--- src/rtl/data_mem_responder_if.sv ---
// Load/store port between the core datapath (master) and the data memory (slave).
// Latency: wires only, no storage.
// Backpressure: req_valid/req_ready on the request side, rsp_valid/rsp_ready on the response side.
interface data_mem_responder_if;
  logic        req_valid;
  logic        req_ready;
  logic        req_write;
  logic [2:0]  req_f3;
  logic [31:0] req_addr;
  logic [31:0] req_wdata;
  logic        rsp_valid;
  logic        rsp_ready;
  logic [31:0] rsp_rdata;
  logic        rsp_err;

  // Requester side: issues loads/stores, consumes responses.
  modport master (
    output req_valid, req_write, req_f3, req_addr, req_wdata, rsp_ready,
    input  req_ready, rsp_valid, rsp_rdata, rsp_err
  );

  // Responder side: the memory.
  modport slave (
    input  req_valid, req_write, req_f3, req_addr, req_wdata, rsp_ready,
    output req_ready, rsp_valid, rsp_rdata, rsp_err
  );
endinterface

--- src/rtl/data_mem_responder.sv ---
// Data-memory responder: one load/store at a time against a word array, RISC-V funct3 byte/half/word.
// Latency: response valid WAIT_CYCLES+1 edges after the accepting edge; one request in flight.
// Backpressure: req_ready only in IDLE; RESP holds data until rsp_ready. Macro MISALIGN_TRAP_EN traps misaligned H/W.
module data_mem_responder #(
  parameter int DEPTH_LOG2  = 6,
  parameter int WAIT_CYCLES = 1
) (
  input  logic              clk,
  input  logic              rst,
  data_mem_responder_if.slave bus
);

  localparam int DEPTH = 1 << DEPTH_LOG2;
  localparam int CNT_W = (WAIT_CYCLES > 0) ? $clog2(WAIT_CYCLES + 1) : 1;
  localparam logic [CNT_W-1:0] CNT_INIT = CNT_W'(WAIT_CYCLES);

  typedef enum logic [1:0] {
    IDLE   = 2'd0,
    ACCESS = 2'd1,
    RESP   = 2'd2
  } state_t;

  state_t state, state_nxt;

  // Latched request
  logic             wr_q;
  logic [2:0]       f3_q;
  logic [31:0]      addr_q;
  logic [31:0]      wdata_q;
  logic [CNT_W-1:0] cnt;

  // Registered response
  logic [31:0] rdata_q;
  logic        err_q;

  // Storage
  logic [31:0] mem [DEPTH];

  // Access datapath
  logic [DEPTH_LOG2-1:0] widx;
  logic [1:0]            lane;
  logic [31:0]           word_cur;
  logic [31:0]           shifted;
  logic [7:0]            byte_v;
  logic [15:0]           half_v;
  logic                  f3_bad;
  logic                  misalign;
  logic                  err_nxt;
  logic [31:0]           rdata_nxt;
  logic [31:0]           wword_nxt;
  logic                  accept;
  logic                  done;
  logic                  do_write;

  assign widx     = addr_q[DEPTH_LOG2+1:2];
  assign lane     = addr_q[1:0];
  assign word_cur = mem[widx];
  assign accept   = (state == IDLE) && bus.req_valid;
  assign done     = (state == ACCESS) && (cnt == '0);
  assign do_write = done && wr_q && !err_nxt;

  // Decode legality, extract/extend load data, and merge store data into the addressed word.
  always_comb begin
    shifted   = word_cur >> {lane, 3'b000};
    byte_v    = shifted[7:0];
    half_v    = addr_q[1] ? word_cur[31:16] : word_cur[15:0];
    f3_bad    = 1'b0;
    misalign  = 1'b0;
    rdata_nxt = '0;
    wword_nxt = word_cur;

    // Unsigned variants only exist for loads; 011/110/111 are never valid.
    case (f3_q)
      3'b000, 3'b001, 3'b010: f3_bad = 1'b0;
      3'b100, 3'b101:         f3_bad = wr_q;
      default:                f3_bad = 1'b1;
    endcase

`ifdef MISALIGN_TRAP_EN
    misalign = ((f3_q[1:0] == 2'b01) && addr_q[0]) ||
               ((f3_q == 3'b010) && (addr_q[1:0] != 2'b00));
`else
    // Low address bits below the access size are simply ignored.
    misalign = 1'b0;
`endif

    err_nxt = f3_bad | misalign;

    if (!wr_q && !err_nxt) begin
      case (f3_q)
        3'b000:  rdata_nxt = {{24{byte_v[7]}}, byte_v};
        3'b100:  rdata_nxt = {24'h0, byte_v};
        3'b001:  rdata_nxt = {{16{half_v[15]}}, half_v};
        3'b101:  rdata_nxt = {16'h0, half_v};
        3'b010:  rdata_nxt = word_cur;
        default: rdata_nxt = '0;
      endcase
    end

    case (f3_q[1:0])
      2'b00: wword_nxt[{lane, 3'b000} +: 8] = wdata_q[7:0];
      2'b01: begin
        if (addr_q[1]) wword_nxt[31:16] = wdata_q[15:0];
        else           wword_nxt[15:0]  = wdata_q[15:0];
      end
      2'b10:   wword_nxt = wdata_q;
      default: wword_nxt = word_cur;
    endcase
  end

  // State register.
  always_ff @(posedge clk or negedge rst) begin
    if (!rst) state <= IDLE;
    else      state <= state_nxt;
  end

  // Next-state and handshake outputs.
  always_comb begin
    state_nxt     = state;
    bus.req_ready = 1'b0;
    bus.rsp_valid = 1'b0;
    case (state)
      IDLE: begin
        bus.req_ready = 1'b1;
        if (bus.req_valid) state_nxt = ACCESS;
      end
      ACCESS: begin
        if (cnt == '0) state_nxt = RESP;
      end
      RESP: begin
        bus.rsp_valid = 1'b1;
        if (bus.rsp_ready) state_nxt = IDLE;
      end
      default: state_nxt = IDLE;
    endcase
  end

  assign bus.rsp_rdata = rdata_q;
  assign bus.rsp_err   = err_q;

  // Capture the request on acceptance and count down the wait states.
  always_ff @(posedge clk or negedge rst) begin
    if (!rst) begin
      wr_q    <= 1'b0;
      f3_q    <= 3'b000;
      addr_q  <= '0;
      wdata_q <= '0;
      cnt     <= '0;
    end else if (accept) begin
      wr_q    <= bus.req_write;
      f3_q    <= bus.req_f3;
      addr_q  <= bus.req_addr;
      wdata_q <= bus.req_wdata;
      cnt     <= CNT_INIT;
    end else if ((state == ACCESS) && (cnt != '0)) begin
      cnt <= cnt - CNT_W'(1);
    end
  end

  // Response registers load once at completion and hold through any stall in RESP.
  always_ff @(posedge clk or negedge rst) begin
    if (!rst) begin
      rdata_q <= '0;
      err_q   <= 1'b0;
    end else if (done) begin
      rdata_q <= rdata_nxt;
      err_q   <= err_nxt;
    end
  end

  // Array: cleared by reset, written at the completing edge so later loads see the new data.
  always_ff @(posedge clk or negedge rst) begin
    if (!rst) begin
      for (int i = 0; i < DEPTH; i++) mem[i] <= '0;
    end else if (do_write) begin
      mem[widx] <= wword_nxt;
    end
  end

  // A stalled response must not change under the requester.
  a_rsp_stable: assert property (
    @(posedge clk) disable iff (!rst)
    (bus.rsp_valid && !bus.rsp_ready) |=>
      (bus.rsp_valid && $stable(bus.rsp_rdata) && $stable(bus.rsp_err))
  );

endmodule

--- src/flat_wrapper.sv ---
// flat-port wrapper written by rule: the top's interface ports become plain ports
module data_mem_responder_flat 
#(
  parameter int DEPTH_LOG2  = 6,
  parameter int WAIT_CYCLES = 1
)
  (clk, rst, bus_req_valid, bus_req_write, bus_req_f3, bus_req_addr, bus_req_wdata, bus_rsp_ready, bus_req_ready, bus_rsp_valid, bus_rsp_rdata, bus_rsp_err);
  data_mem_responder_if bus_i ();
  input  logic clk;
  input  logic rst;
  input wire logic [$bits(bus_i.req_valid)-1:0] bus_req_valid;
  input wire logic [$bits(bus_i.req_write)-1:0] bus_req_write;
  input wire logic [$bits(bus_i.req_f3)-1:0] bus_req_f3;
  input wire logic [$bits(bus_i.req_addr)-1:0] bus_req_addr;
  input wire logic [$bits(bus_i.req_wdata)-1:0] bus_req_wdata;
  input wire logic [$bits(bus_i.rsp_ready)-1:0] bus_rsp_ready;
  output wire logic [$bits(bus_i.req_ready)-1:0] bus_req_ready;
  output wire logic [$bits(bus_i.rsp_valid)-1:0] bus_rsp_valid;
  output wire logic [$bits(bus_i.rsp_rdata)-1:0] bus_rsp_rdata;
  output wire logic [$bits(bus_i.rsp_err)-1:0] bus_rsp_err;
  assign bus_i.req_valid = bus_req_valid;
  assign bus_i.req_write = bus_req_write;
  assign bus_i.req_f3 = bus_req_f3;
  assign bus_i.req_addr = bus_req_addr;
  assign bus_i.req_wdata = bus_req_wdata;
  assign bus_i.rsp_ready = bus_rsp_ready;
  assign bus_req_ready = bus_i.req_ready;
  assign bus_rsp_valid = bus_i.rsp_valid;
  assign bus_rsp_rdata = bus_i.rsp_rdata;
  assign bus_rsp_err = bus_i.rsp_err;
  data_mem_responder #(.DEPTH_LOG2(DEPTH_LOG2), .WAIT_CYCLES(WAIT_CYCLES)) u_core (.clk(clk), .rst(rst), .bus(bus_i));
endmodule
--- config.mk ---
export PLATFORM = sky130hd
export DESIGN_NAME = data_mem_responder_flat
export DESIGN_NICKNAME = d
export VERILOG_FILES = /design/src/rtl/data_mem_responder_if.sv /design/src/rtl/data_mem_responder.sv /design/src/flat_wrapper.sv
export SDC_FILE = /design/constraint.sdc
export NUM_CORES = 2
export LEC_CHECK = 0
export ABC_AREA = 1
export ABC_CLOCK_PERIOD_IN_PS = 6500
export BUFFER_PORTS_ARGS = -buffer_cell sky130_fd_sc_hd__buf_4
export CORE_ASPECT_RATIO = 0.5
export CORE_UTILIZATION = 35
export CTS_CLUSTER_DIAMETER = 80
export DETAILED_ROUTE_END_ITERATION = 7
export PLACE_DENSITY = 0.51
export SLEW_MARGIN = 5
export SYNTH_ARGS = -nofsm -noshare
export SYNTH_HDL_FRONTEND = slang
export SYNTH_SLANG_ARGS = --single-unit
--- constraint.sdc ---
create_clock -name clk -period 6.5 [get_ports clk]
set_input_delay 0.325 -clock clk [delete_from_list [all_inputs] [get_ports clk]]
set_output_delay 0.325 -clock clk [all_outputs]
set_load 0.005 [all_outputs]
## After elaboration in Yosys (flattened, before gate mapping)

Cells that the tools add are included.

| storage, ports and cells | value |
|---|---|
| flip-flop bits (word level) | 2128 |
| output and inout bits | 35 |
| word-level logic and storage cells | 130 |

| cells by class | value |
|---|---|
| add/sub/neg operators | 2 |
| reduce and logical (&&, ||, !) cells | 16 |
| eq/ne operators | 11 |
| bitwise operators | 2 |
| shift operators | 3 |
| multiplexer cells | 22 |
| $lt $le $gt $ge | 2 |

Operators by type and width:

| operator | number |
|---|---|
| bitwise mux 2048 bit | 1 |
| binary-select mux 32 bit (select 6 bit) | 1 |
| demux 32 bit (select 6 bit) | 1 |
| case mux 32 bit (5 select lines) | 1 |
| 2-to-1 mux 32 bit | 4 |
| case mux 32 bit (3 select lines) | 1 |
| 2-to-1 mux 16 bit | 3 |
| bitwise mux 32 bit | 1 |
| variable shift 8 x 7 -> 32 bit (first input constant) | 1 |
| variable part select 8 x 7 -> 32 bit | 1 |
| right shift 32 x 5 -> 8 bit | 1 |
| greater-or-equal comparator 7 bit (second input constant) | 1 |
| logical AND 1 bit | 7 |
| less-than comparator 7 x 1 -> 1 bit (second input constant) | 1 |
| negator 5 -> 7 bit | 1 |
| inverter 6 -> 7 bit | 1 |
| equality test 3 bit (second input constant) | 2 |
| 2-to-1 mux 2 bit | 3 |
| != test 2 bit (second input constant) | 3 |
| case mux 2 bit (3 select lines) | 1 |
| equality test 2 x 1 -> 1 bit (second input constant) | 2 |
| equality test 2 bit (second input constant) | 2 |
| logical NOT 2 bit | 2 |
| 2-to-1 mux 1 bit | 4 |
| other kinds (11) | 12 |

## Depth between registers and ports, before layout

| logic depth | value |
|---|---|
| depth after elaboration | 7 |
| mapped depth | 20 |
| mapped depth without buffers | 16 |

## Least setup slack after synthesis

Ideal clock, no wire load.

| path | value |
|---|---|
| path kind | register to register |
| start | register u_core.addr_q[2] |
| end | register u_core.mem[107] (netlist name) |
| arrival | 2.277 ns |
| path buffers | 4 |
| library setup time | 0.117 ns |
| setup slack | 4.105 ns |
| required time | 6.383 ns |
| cell stages (with the launch flop) | 16 |
| path through | dfrtp_1 buf_6 buf_6 buf_2 or2_2 o211ai_1 nand2_1 o21ai_0 nand2_1 nor2_1 nand3_1 a22oi_1 nand3_4 buf_6 nand2_1 nand2_1 |

| on the way | value |
|---|---|
| longest elaborated chain between the ends | 7 |

Ends and longest elaborated chain:

| element | RTL line | RTL |
|---|---|---|
| from (decl) | data_mem_responder.sv:28 | `logic [31:0] addr_q;` |
| from (signal assigned) | data_mem_responder.sv:152 | `addr_q <= bus.req_addr;` |
| inverter 6 -> 7 bit (implied by the code) * | data_mem_responder.sv:57, data_mem_responder.sv:176 |  |
| binary-select mux 32 bit (select 6 bit) | data_mem_responder.sv:57 | `assign word_cur = mem[widx];` |
| 2-to-1 mux 32 bit (implied by the code) (2 in series) | data_mem_responder.sv:57 |  |
| 2-to-1 mux 16 bit or bitwise mux 32 bit (tied branches) | data_mem_responder.sv:103, data_mem_responder.sv:101 |  |
| case mux 32 bit (3 select lines) | data_mem_responder.sv:100 | `case (f3_q[1:0])` |
| bitwise mux 2048 bit * | data_mem_responder.sv:176 | `mem[widx] <= wword_nxt;` |
| to (signal, indexed assignment) | data_mem_responder.sv:176 |  |
| to (decl) | data_mem_responder.sv:37 | `logic [31:0] mem [DEPTH];` |

Every way passes the cells marked *; elsewhere a longest branch is shown, timed or not. The select of a mux whose other input is x is not followed.
A chain may end at the register's enable or synchronous reset.

## Final worst setup path

| path | value |
|---|---|
| start | register u_core.addr_q[2] |
| end | register u_core.mem[2001] (netlist name) |

The elaborated chain is that of the path after synthesis.

==> results.md <==
- Antenna-violating nets left: 0
- Clk slew on worst S/H paths: 0.07 ns
- CP bufs+invs: 3
- Period Utilization, post-route: 0.946
- CP Cell Sequence: inv_8 > buf_12 > o21ai_0 > o22ai_1 > o21ai_1 > nand2_1 > nor2_1 > nand2_1 > nand2_1 > nand2_1 > nand2_1 > nand3_4 > buf_12 > nand2_1 > nand2_1
- R2R depth: 15
- Maxcap violations: 0
- Worst skew pair latency: 0.92 ns
- Pint: 26.1 mW
- Multi-input gate area: 43400 µm²
- Layout area overhead: 11.1%
- Post-layout util: 0.391
- CP startpoint: u_core.addr_q[2]
- Routed WL: 412 mm
- CP Data Arrival Time: 6.90 ns
- Pwr Total: 52.2 mW
- Final period demand of the worst path: 6.15 ns
- Max stage delay on crit path: 1.12 ns
- Number of flops mapped to enable cells by yosys: 0
- Lkg Pwr: 61.5 nW
- I/O Buffers: 82
- VDD IR max: 0.779 mV
- Non-Filler Instances: 17400
- Num CTS Buffers: 217
- Hold crit path type: in -> async
- Starting density of the core: 0.352
- Normalized max-slew margin: 0.0910
- DP HPWL: 244 mm
- First-pass GRT wire length: 601 mm
- Psw: 26.1 mW
- Synth area leaders: dfrtp_1 (52%), nand2_1 (25%), o21ai_0 (3.9%)
- Achievable Freq: 163 MHz
- Drt pass-1 iters: 8
- Synth Register Bits: 2128
- Register area: 53300 µm²
- Synthesized net count: 13800
- DRC: 0
- Overflow after GRT: 0
- Vias in the first global route: 85800
- Crit path max fanout: 87
- Synth Cell Area: 103000 µm²
- Routed via count: 91400
- CP Depth: 15
- Setup bufs post-CTS: 0
- Die span in x: 768 µm
- Slew Viols, Final: 0
- Cts hold-fix bufs: 46
- Clock skew: 0.0806 ns
- CTS tree: yes
- FILL cells: 30100
- Yosys top cell by area: dfrtp_1
- Sequential power share: 0.280
- Root Driver: clkbuf_16
- WL/cell: 23.6 µm
- PD cells: 457 nW/µm²
- # placed instances: 17000
- Critical Path RT: 7.25 ns
- Hold WS: 0.0966 ns
- Setup Viol. Count Final: 0
- Die Y: 385 µm
- Vias per Instance: 5.25
- Commonest non-fill, non-tap cell in the layout: nand2_1
- Number of cell rows: 140
- Clock buffer depth: 4
- Die area: 296000 µm²
- Cells after synthesis: 13700
- Syn. warnings: 0
- Worst reg2reg startpoint: u_core.addr_q[2]
- Crit path capture type: flip-flop
- Commonest non-fill, non-tap cells in the layout: nand2_1 (6895), dfrtp_1 (2126), nor2_1 (973)
- Clock sink total: 2128
- Crit path top cell by count: nand2_1
- Kind of critical path: reg -> reg
- CP max-delay cell: dfrtp_4
- Status: finished, final reports clean
- Total GRT Usage: 0.273
- Worst R2R Setup Slack: 0.35 ns
- DR iter-0 viols: 12000
- Cell variety after synth: 40
- Initial antenna violation count: 17
- Hold Vio Cnt, Final: 0
- Gate power share: 0.478
- Worst-margin pin slew: 1.35 ns
- Synth top area share: 0.519
- Pin count of the biggest net entering global routing: 158
- Clk network pwr share: 0.241
- Synth Flop Type: dfrtp_1
- Io pins: 107
- Crit-path leading delay family: simple AND/OR/NAND/NOR gates
- Gpl congestion: 0.922
- Startpoint Class: flip-flop
- RSZ-0062 raised after global routing: no
- Seq/Total Area, Yosys: 0.519
- H-tree depth: 4
- Setup TNS: 0 ns
- Switch share: 0.500
- FFs w/ async S/R, synth: 1.00
- Share of layout cells above drive strength 1: 0.0795
- Fin nets: 13400
- Cts repair resizes: 0
- Core area: 291000 µm²
- Syn_area_per_cell: 7.50 µm²
-- final timing paths --
| check | end |
|---|---|
| setup / recovery | u_core.mem[2001] |
| hold / removal | u_core.mem[667] |
| setup reg to reg | u_core.mem[2001] |
| max in group asynchronous | u_core.mem[1953] |
| hold reg to reg | u_core.state[0] |
| min in group clk | u_core.state[1] |
-- layer usage --
metal,part of all wire,GRT usage,wire length [µm]
met1,0.45,0.401,186000
met2,0.41,0.391,168000
met3,0.11,0.0754,45100
met4,0.030,0.0756,12400
met5,0.00011,0,44
-- through the flow --
step                      area [µm²]  setup WS, ns
final                         114000         0.349
after global routing          114000         0.371
after CTS                     114000         0.681
after detailed placement      107000         0.730
after global placement        107000         0.745
after floorplan               103000          4.11
-- cell usage after synthesis (2+ instances only) --
| master | number |
|---|---|
| clkbuf_2 | 5 |
| nand4_1 | 14 |
| mux2_2 | 16 |
| dfrtp_1 | 2128 |
| nand3_4 | 12 |
| a22oi_2 | 8 |
| nand3_1 | 176 |
| nor3_1 | 35 |
| nor2_2 | 9 |
| inv_2 | 56 |
| or2_1 | 19 |
| nor3_2 | 25 |
| buf_2 | 293 |
| buf_4 | 19 |
| buf_6 | 87 |
| inv_1 | 416 |
| clkbuf_1 | 546 |
| o21ai_0 | 798 |
| o21ai_1 | 346 |
| nor2_4 | 2 |
| or2_2 | 183 |
| nor2_1 | 979 |
| nor3_4 | 8 |
| a22oi_1 | 8 |
| o211ai_1 | 374 |
| o21ai_2 | 3 |
| nand4_4 | 3 |
| nand2_1 | 6896 |
| ha_1 | 5 |
| a21boi_1 | 5 |
| o22ai_1 | 83 |
| buf_1 | 22 |
| nand3_2 | 15 |
| or2_0 | 7 |
| nand4_2 | 2 |
| a21oi_1 | 81 |
-- flip-flops by register name (all words and copies together) (netlist names), 2 cells and up --
signal and flops:
u_core.mem 2048, u_core.bus.rsp_rdata 32, u_core.wdata_q 32, u_core.addr_q 8, u_core.f3_q 3, u_core.state 2
-- logic make-up after synthesis --
family	synth area share
buffers and inverters	0.0635
adder cells (fa/ha/maj)	0.000610
AND/OR/NAND/NOR	0.321
flip-flops	0.519
multiplexers	0.00176
AO/OA/AOI/OAI	0.0945
-- cell type report --
cell class	instances	area share
Clock inverter	35	0.00333
Timing Repair Buffer	421	0.0349
Sequential cell	2128	0.467
Inverter	473	0.0157
Antenna cell	8	0.000176
Tap cell	3905	0.0428
Multi-Input combinational cell	10100	0.380
Clock buffer	330	0.0560
-- worst reg2reg max path, stage by stage, from the launching register on --
cell     delay [ns]
dfrtp_4        1.12
inv_8          0.54
buf_12         0.54
o21ai_0        0.20
o22ai_1        0.10
o21ai_1        0.74
nand2_1        0.53
nor2_1         0.42
nand2_1        0.27
nand2_1        0.11
nand2_1        0.06
nand2_1        0.09
nand3_4        0.60
buf_12         0.46
nand2_1        0.17
nand2_1        0.05
-- power groups by stage --
stage                     Sequential (mW)  Combinational [mW]  Clock, mW
final                                14.6                25.0       12.6
after global routing                 14.7                26.0       13.3
after CTS                            14.6                24.3       12.8
after detailed placement             14.8                24.2          0
after global placement               14.8                24.3          0
after floorplan                      14.6                13.9          0
Power figures use the tool's default switching activity.
